<file path="config.mk">
export PLATFORM = sky130hd
export DESIGN_NAME = pipe_hazard_ctrl
export DESIGN_NICKNAME = d
export VERILOG_FILES = /design/src/rtl/pipe_hazard_ctrl.sv
export SDC_FILE = /design/constraint.sdc
export NUM_CORES = 1
export LEC_CHECK = 0
export ABC_AREA = 1
export CAP_MARGIN = 20
export CORE_MARGIN = 5
export CORE_UTILIZATION = 49
export CTS_CLUSTER_SIZE = 14
export DETAILED_ROUTE_END_ITERATION = 8
export HOLD_SLACK_MARGIN = 0.06
export MAX_ROUTING_LAYER = met4
export PLACE_DENSITY = 0.81
export SYNTH_ARGS = -nofsm -noshare
export SYNTH_HDL_FRONTEND = slang
export SYNTH_SLANG_ARGS = --single-unit
</file>
<file path="constraint.sdc">
create_clock -name clk -period 2.3 [get_ports clk]
set_clock_uncertainty 0.05 [all_clocks]
set_input_delay 0.23 -clock clk [delete_from_list [all_inputs] [get_ports clk]]
set_output_delay 0.23 -clock clk [all_outputs]
set_load 0.05 [all_outputs]
</file>
<file path="src/rtl/pipe_hazard_ctrl.sv">
// Stall/flush controller for the five-stage pipeline: resolves load-use, leap and
// multi-cycle multiply hazards, and keeps saturating stall/flush event counters.
module pipe_hazard_ctrl #(
    parameter int MUL_CYCLES = 4
) (
    input  logic        clk,
    input  logic        reset,
    input  logic [4:0]  id_rs1,
    input  logic [4:0]  id_rs2,
    input  logic        id_useRs1,
    input  logic        id_useRs2,
    input  logic        ex_valid,
    input  logic [4:0]  ex_destReg,
    input  logic        ex_RegWrite,
    input  logic        ex_MemToReg,
    input  logic        ex_mul,
    input  logic        leap,
    output logic        pc_en,
    output logic        ifid_en,
    output logic        ifid_flush,
    output logic        idex_en,
    output logic        idex_flush,
    output logic        exmem_bubble,
    output logic        mul_busy,
    output logic [15:0] stall_cnt,
    output logic [15:0] flush_cnt
);

    localparam logic       ST_IDLE      = 1'b0;
    localparam logic       ST_BUSY      = 1'b1;
    localparam logic       MUL_STALL_EN = (MUL_CYCLES > 1);
    localparam logic [3:0] MCNT_INIT    = 4'(MUL_CYCLES - 2);

    logic        state_q, state_d;
    logic [3:0]  mcnt_q, mcnt_d;
    logic [15:0] stall_cnt_q, stall_cnt_d;
    logic [15:0] flush_cnt_q, flush_cnt_d;

    logic mul_start, mul_stall, lu, leap_ev, rs1_hit, rs2_hit;

    always_comb begin
        rs1_hit   = id_useRs1 && (id_rs1 == ex_destReg);
        rs2_hit   = id_useRs2 && (id_rs2 == ex_destReg);
        lu        = ex_valid && ex_MemToReg && ex_RegWrite && (ex_destReg != 5'd0)
                    && (rs1_hit || rs2_hit);
        leap_ev   = leap && ex_valid;
        mul_start = (state_q == ST_IDLE) && ex_valid && ex_mul && MUL_STALL_EN;
        mul_stall = mul_start || ((state_q == ST_BUSY) && (mcnt_q != 4'd0));
    end

    // The FSM advances even under a leap; a leap only overrides the outputs.
    always_comb begin
        // NOTE: every always_comb output gets a default first so no path leaves it unassigned (no latch).
        state_d = state_q;
        mcnt_d  = mcnt_q;
        case (state_q)
            ST_IDLE: begin
                if (mul_start) begin
                    state_d = ST_BUSY;
                    mcnt_d  = MCNT_INIT;
                end
            end
            default: begin
                if (mcnt_q != 4'd0) begin
                    mcnt_d = mcnt_q - 4'd1;
                end else begin
                    state_d = ST_IDLE;
                end
            end
        endcase
    end

    always_comb begin
        pc_en        = 1'b1;
        ifid_en      = 1'b1;
        ifid_flush   = 1'b0;
        idex_en      = 1'b1;
        idex_flush   = 1'b0;
        exmem_bubble = 1'b0;
        if (reset) begin
            pc_en        = 1'b0;
            ifid_en      = 1'b0;
            idex_en      = 1'b0;
            ifid_flush   = 1'b1;
            idex_flush   = 1'b1;
            exmem_bubble = 1'b1;
        end else if (leap_ev) begin
            ifid_flush   = 1'b1;
            idex_flush   = 1'b1;
        end else if (mul_stall) begin
            pc_en        = 1'b0;
            ifid_en      = 1'b0;
            idex_en      = 1'b0;
            exmem_bubble = 1'b1;
        end else if (lu) begin
            pc_en        = 1'b0;
            ifid_en      = 1'b0;
            idex_flush   = 1'b1;
        end
    end

    // A stall is only counted when it wins; a leap squashes any dependent instruction.
    always_comb begin
        stall_cnt_d = stall_cnt_q;
        flush_cnt_d = flush_cnt_q;
        if (!leap_ev && (mul_stall || lu) && (stall_cnt_q != 16'hFFFF)) begin
            stall_cnt_d = stall_cnt_q + 16'd1;
        end
        if (leap_ev && (flush_cnt_q != 16'hFFFF)) begin
            flush_cnt_d = flush_cnt_q + 16'd1;
        end
    end

    always_ff @(posedge clk) begin
        if (reset) begin
            state_q     <= ST_IDLE;
            mcnt_q      <= 4'd0;
            stall_cnt_q <= 16'd0;
            flush_cnt_q <= 16'd0;
        end else begin
            // NOTE: sequential state uses non-blocking assignments so all registers update together.
            state_q     <= state_d;
            mcnt_q      <= mcnt_d;
            stall_cnt_q <= stall_cnt_d;
            flush_cnt_q <= flush_cnt_d;
        end
    end

    assign mul_busy  = (state_q == ST_BUSY) && !reset;
    assign stall_cnt = stall_cnt_q;
    assign flush_cnt = flush_cnt_q;

endmodule

</file>
==> results_tabular.tex <==
\begin{tabular}{lr}
\hline
Metric & Value \\
\hline
\multicolumn{2}{l}{\textbf{Clock network}} \\
CTS Sinks & 37 \\
Root buffer selected by CTS & sky130\_fd\_sc\_hd\_\_clkbuf\_8 \\
TritonCTS clock tree & built \\
Clock latency reported for the late side of the worst-skew pair & roughly 290 ps \\
Maximum clock insertion buffer count & 2 \\
Clock transition at the register clock pins on the worst setup and hold paths after CTS & 70 ps \\
Num CTS Buffers & 5 \\
Number of hold buffers added after cts & 0 \\
CTS H-Tree Depth & 2 \\
\multicolumn{2}{l}{\textbf{GRT}} \\
Pin count of the biggest net entering global routing & 33 \\
Antenna violations before repair & 0 \\
Vias in the first global route & approximately 2,400 \\
Remaining global-route overflow & 0 \\
First-pass GRT wire length & about 10,000 microns \\
Tot GR Track Use & 20.68\% \\
\multicolumn{2}{l}{\textbf{Power and ir drop}} \\
Comb pwr share & between 10\% and 20\% \\
Clk pwr share & between 40\% and 50\% \\
Sequential group share of total power & 40.5\% \\
Net switching power & between 0.0004 and 0.0005 W \\
Switching power share of the total & 27.26\% \\
Internal power contribution & between 0.001 and 0.0015 W \\
Power density of the placed cells & 512.8 mW/mm\^{}2 \\
Leakage power figure & 1.407 nW \\
Worst voltage drop across the vdd grid & about 0.37 mV \\
\multicolumn{2}{l}{\textbf{Critical path}} \\
Worst R2R Setup Slack & slightly above 300 ps \\
Crit path launch type & register \\
Crit path max fanout & 4 \\
Launch point of the worst reg-to-reg path & stall\_cnt[0] \\
Buffers \& Inverters on Critical Path & 5 \\
End of the worst register-to-register path & stall\_cnt[6] \\
Arrival @ worst endpoint & 1880 ps \\
WS Path Type & register to primary output \\
Cells traversed along the worst timing path & inv\_1, ha\_1, inv\_1, o31ai\_4, nand2\_2, nand2\_4, nand2\_8, clkinvlp\_4, nand2\_2, clkinvlp\_4, buf\_4 \\
CP max stage delay & approximately 320 ps \\
Worst setup startpoint & mcnt\_q[1] \\
Slowest stage cell on the critical path & sky130\_fd\_sc\_hd\_\_dfxtp\_1 \\
Cell count of the worst reg-to-reg path & 7 \\
CP required & 2020 ps \\
Largest delay contributor family on the critical path & buffers and inverters \\
Element type at the critical path end & primary output \\
\multicolumn{2}{l}{\textbf{STA}} \\
Setup repair after global routing missed its margin & no \\
Post-Route Setup TNS & 0 ps \\
Max\_slew headroom & 65.98\% \\
Final setup violation count & 0 \\
Setup slack after layout & between 100 and 150 ps \\
Achievable frequency & 0.4628 GHz \\
Final Cycle Share & approximately 94\% \\
Worst-margin pin slew & 508.7 ps \\
Max-slew violation total from the final report & 0 \\
Hold Vio Cnt, Final & 0 \\
Min Tclk post-route & 2161 ps \\
\multicolumn{2}{l}{\textbf{Die}} \\
Placement Rows & 25 \\
Effective utilization at floorplan & between 50\% and 60\% \\
Die span in y & about 80 microns \\
Horizontal die dimension & 79.69 microns \\
Die area & 0.006351 sq mm \\
I/O pin count & 63 \\
Core footprint & 0.004723 sq mm \\
\multicolumn{2}{l}{\textbf{Synth}} \\
Multiplexer share of the synthesized area & 0\% \\
Mean post-synth cell area & 6.214 sq um \\
Post-synthesis instance area & 0.002380 sq mm \\
Sequential-to-total area share from yosys stat & $\sim$31\% \\
Post-synthesis simple-gate area fraction & $\sim$43\% \\
Count of unique library cells instantiated by Yosys & 34 \\
Synth warn & 0 \\
Adder-Cell Fraction of Synth Area & 1.577\% \\
Compound-Gate Fraction of Synth Area & 8.780\% \\
Largest family of logic cells by synthesized area & simple AND/OR/NAND/NOR gates \\
Fraction of synthesized cell area in xor and xnor cells & 3.312\% \\
Gate count after technology mapping & 383 \\
Number of flip-flops and latches in the synthesized netlist & 37 \\
Largest area contributor in the synthesized netlist & sky130\_fd\_sc\_hd\_\_dfxtp\_1 \\
Share of Yosys cell area claimed by the top area cell type & 31.13\% \\
Leading post-synthesis cells by cell area & sky130\_fd\_sc\_hd\_\_dfxtp\_1 (31\%), sky130\_fd\_sc\_hd\_\_nand2\_1 (16\%), sky130\_fd\_sc\_hd\_\_nor2\_1 (8.8\%) \\
Syn\_nets & $\sim$400 \\
\multicolumn{2}{l}{\textbf{Worst hold path}} \\
Instance count along the most critical hold path & 2 \\
Startpoint of the worst hold path & mcnt\_q[0] \\
Type of the most critical hold path & register to register \\
WHS Endpoint & mcnt\_q[0] \\
\multicolumn{2}{l}{\textbf{Routing}} \\
First drt pass iteration count & 4 \\
DRC violations left & 0 \\
Wire length after detailed routing & 6127 microns \\
Post-detailed-route via-to-cell ratio & 5.006 \\
Vias & about 2,600 \\
Initial drt markers & 234 \\
Detailed-route wire length per cell & between 10 and 15 microns \\
Antenna viol nets, final & 0 \\
\multicolumn{2}{l}{\textbf{Finish}} \\
Antenna Diode Count & 0 \\
Count of nets after finishing & 474 \\
Area grow syn2layout & 36.75\% \\
Proportion of layout cells with a drive suffix above 1 & 10.71\% \\
\multicolumn{2}{l}{\textbf{Place}} \\
Routability Congestion & 0.8432 \\
Input/output buffers & 62 \\
Pre-CTS worst setup slack & 287.2 ps \\
HPWL Detailed & 4426 microns \\
\multicolumn{2}{l}{\textbf{Status}} \\
Status & finished, final reports clean \\
\multicolumn{2}{l}{\textbf{Job}} \\
Number of max-capacitance violations reported & 0 \\
\hline
\end{tabular}
worst reg2reg max path, cell delays in order, from the launching register on:
cell                      delay [ps]
sky130_fd_sc_hd__dfxtp_1         420
sky130_fd_sc_hd__ha_1            210
sky130_fd_sc_hd__nand2_2          80
sky130_fd_sc_hd__nor3_4          320
sky130_fd_sc_hd__nand4_4         300
sky130_fd_sc_hd__and2_1          270
sky130_fd_sc_hd__a21oi_1         170
sky130_fd_sc_hd__nor2_1           70
cells in the mapped netlist, drive strengths merged:
master,instances
a211oi,1
a21oi,27
a31o,1
a31oi,1
and2,2
and3,2
buf,9
clkbuf,1
clkinv,1
dfxtp,37
ha,3
inv,58
nand2,108
nand3,41
nand3b,2
nand4,2
nor2,57
nor3,10
nor3b,2
nor4,1
o21ai,7
o31ai,1
xnor2,3
xor2,6
area by class of cell:
class	count	area [sq um]
fillers	403	1469
well taps	67	83.83
repair buffers	67	690.7
multi-input cells	277	1376
clock buffers	5	68.82
clock inverters	3	65.06
inverters	59	229.0
flip-flops and latches	37	740.7
cell usage in the layout (no fill, tap or decap), drive strengths merged:
master	n
o31ai	1
xnor2	3
ha	3
a211oi	1
clkbuf	5
inv	56
clkdlybuf4s50	55
a21oi	27
o21ai	7
a31oi	1
nor4	1
and2	2
nor3	10
nor3b	2
nand4	2
nand3b	2
xor2	6
buf	12
and3	2
a31o	1
clkinvlp	2
nor2	57
bufinv	2
nand3	41
dfxtp	37
nand2	108
clkinv	2
repair_timing:
action	in CTS	in global routing
resized for setup	0	4
setup buffers	0	1
setup endpoints to repair	0	3
power groups by stage:
stage | registers, W | logic (W) | clock network (W)
after CTS | 0.000673 | 0.000308 | 0.000689
after detailed placement | 0.000688 | 0.000305 | 0
final | 0.000675 | 0.000317 | 0.000677
after global placement | 0.000687 | 0.000299 | 0
after global routing | 0.000678 | 0.000342 | 0.000722
after floorplan | 0.000712 | 0.000170 | 0
cell families after synthesis:
family / after synthesis
buffers and inverters: 69
xor gates and xnor gates: 9
AOI/OAI and AO/OA: 38
DFF: 37
adders and majority gates: 3
and+or+nand+nor: 227
per-stage QoR:
step / instances / hold slack [ps] / total power (W) / instance area (sq um) / utilization, %
after global placement: 506 / 437.8 / 0.0009865 / 3097 / 65.56
final: 515 / 446.0 / 0.001669 / 3254 / 68.90
after detailed placement: 506 / 444.6 / 0.0009930 / 3097 / 65.56
after global routing: 515 / 479.7 / 0.001741 / 3254 / 68.90
after CTS: 514 / 455.4 / 0.001670 / 3231 / 68.40
after floorplan: 383 / 258.5 / 0.0008811 / 2416 / -
routing by layer:
layer	share of wire, %	GRT usage, %	vias to the layer above
met4	1.5	6.529	0
li1	-	-	1328
met5	0	-	-
met3	4.5	3.499	11
met2	49	34.47	69
met1	45	25.47	1170
registers in the layout, indices dropped and copies added, names as in the netlist:
| name | flops |
|---|---|
| flush_cnt | 16 |
| mcnt_q | 4 |
| stall_cnt | 16 |
| state_q | 1 |
worst max-delay path by stage:
stage,to,slack [ps],cells past startpoint
4_1_cts,ifid_en,4,11
6_report,pc_en,140,11
5_1_grt,ifid_en,30,11
3_5_place_dp,stall_cnt[11],290,13
2_1_floorplan,pc_en,10,11
3_3_place_gp,ifid_en,290,9
No activity file was read; power rests on OpenSTA's default activity.
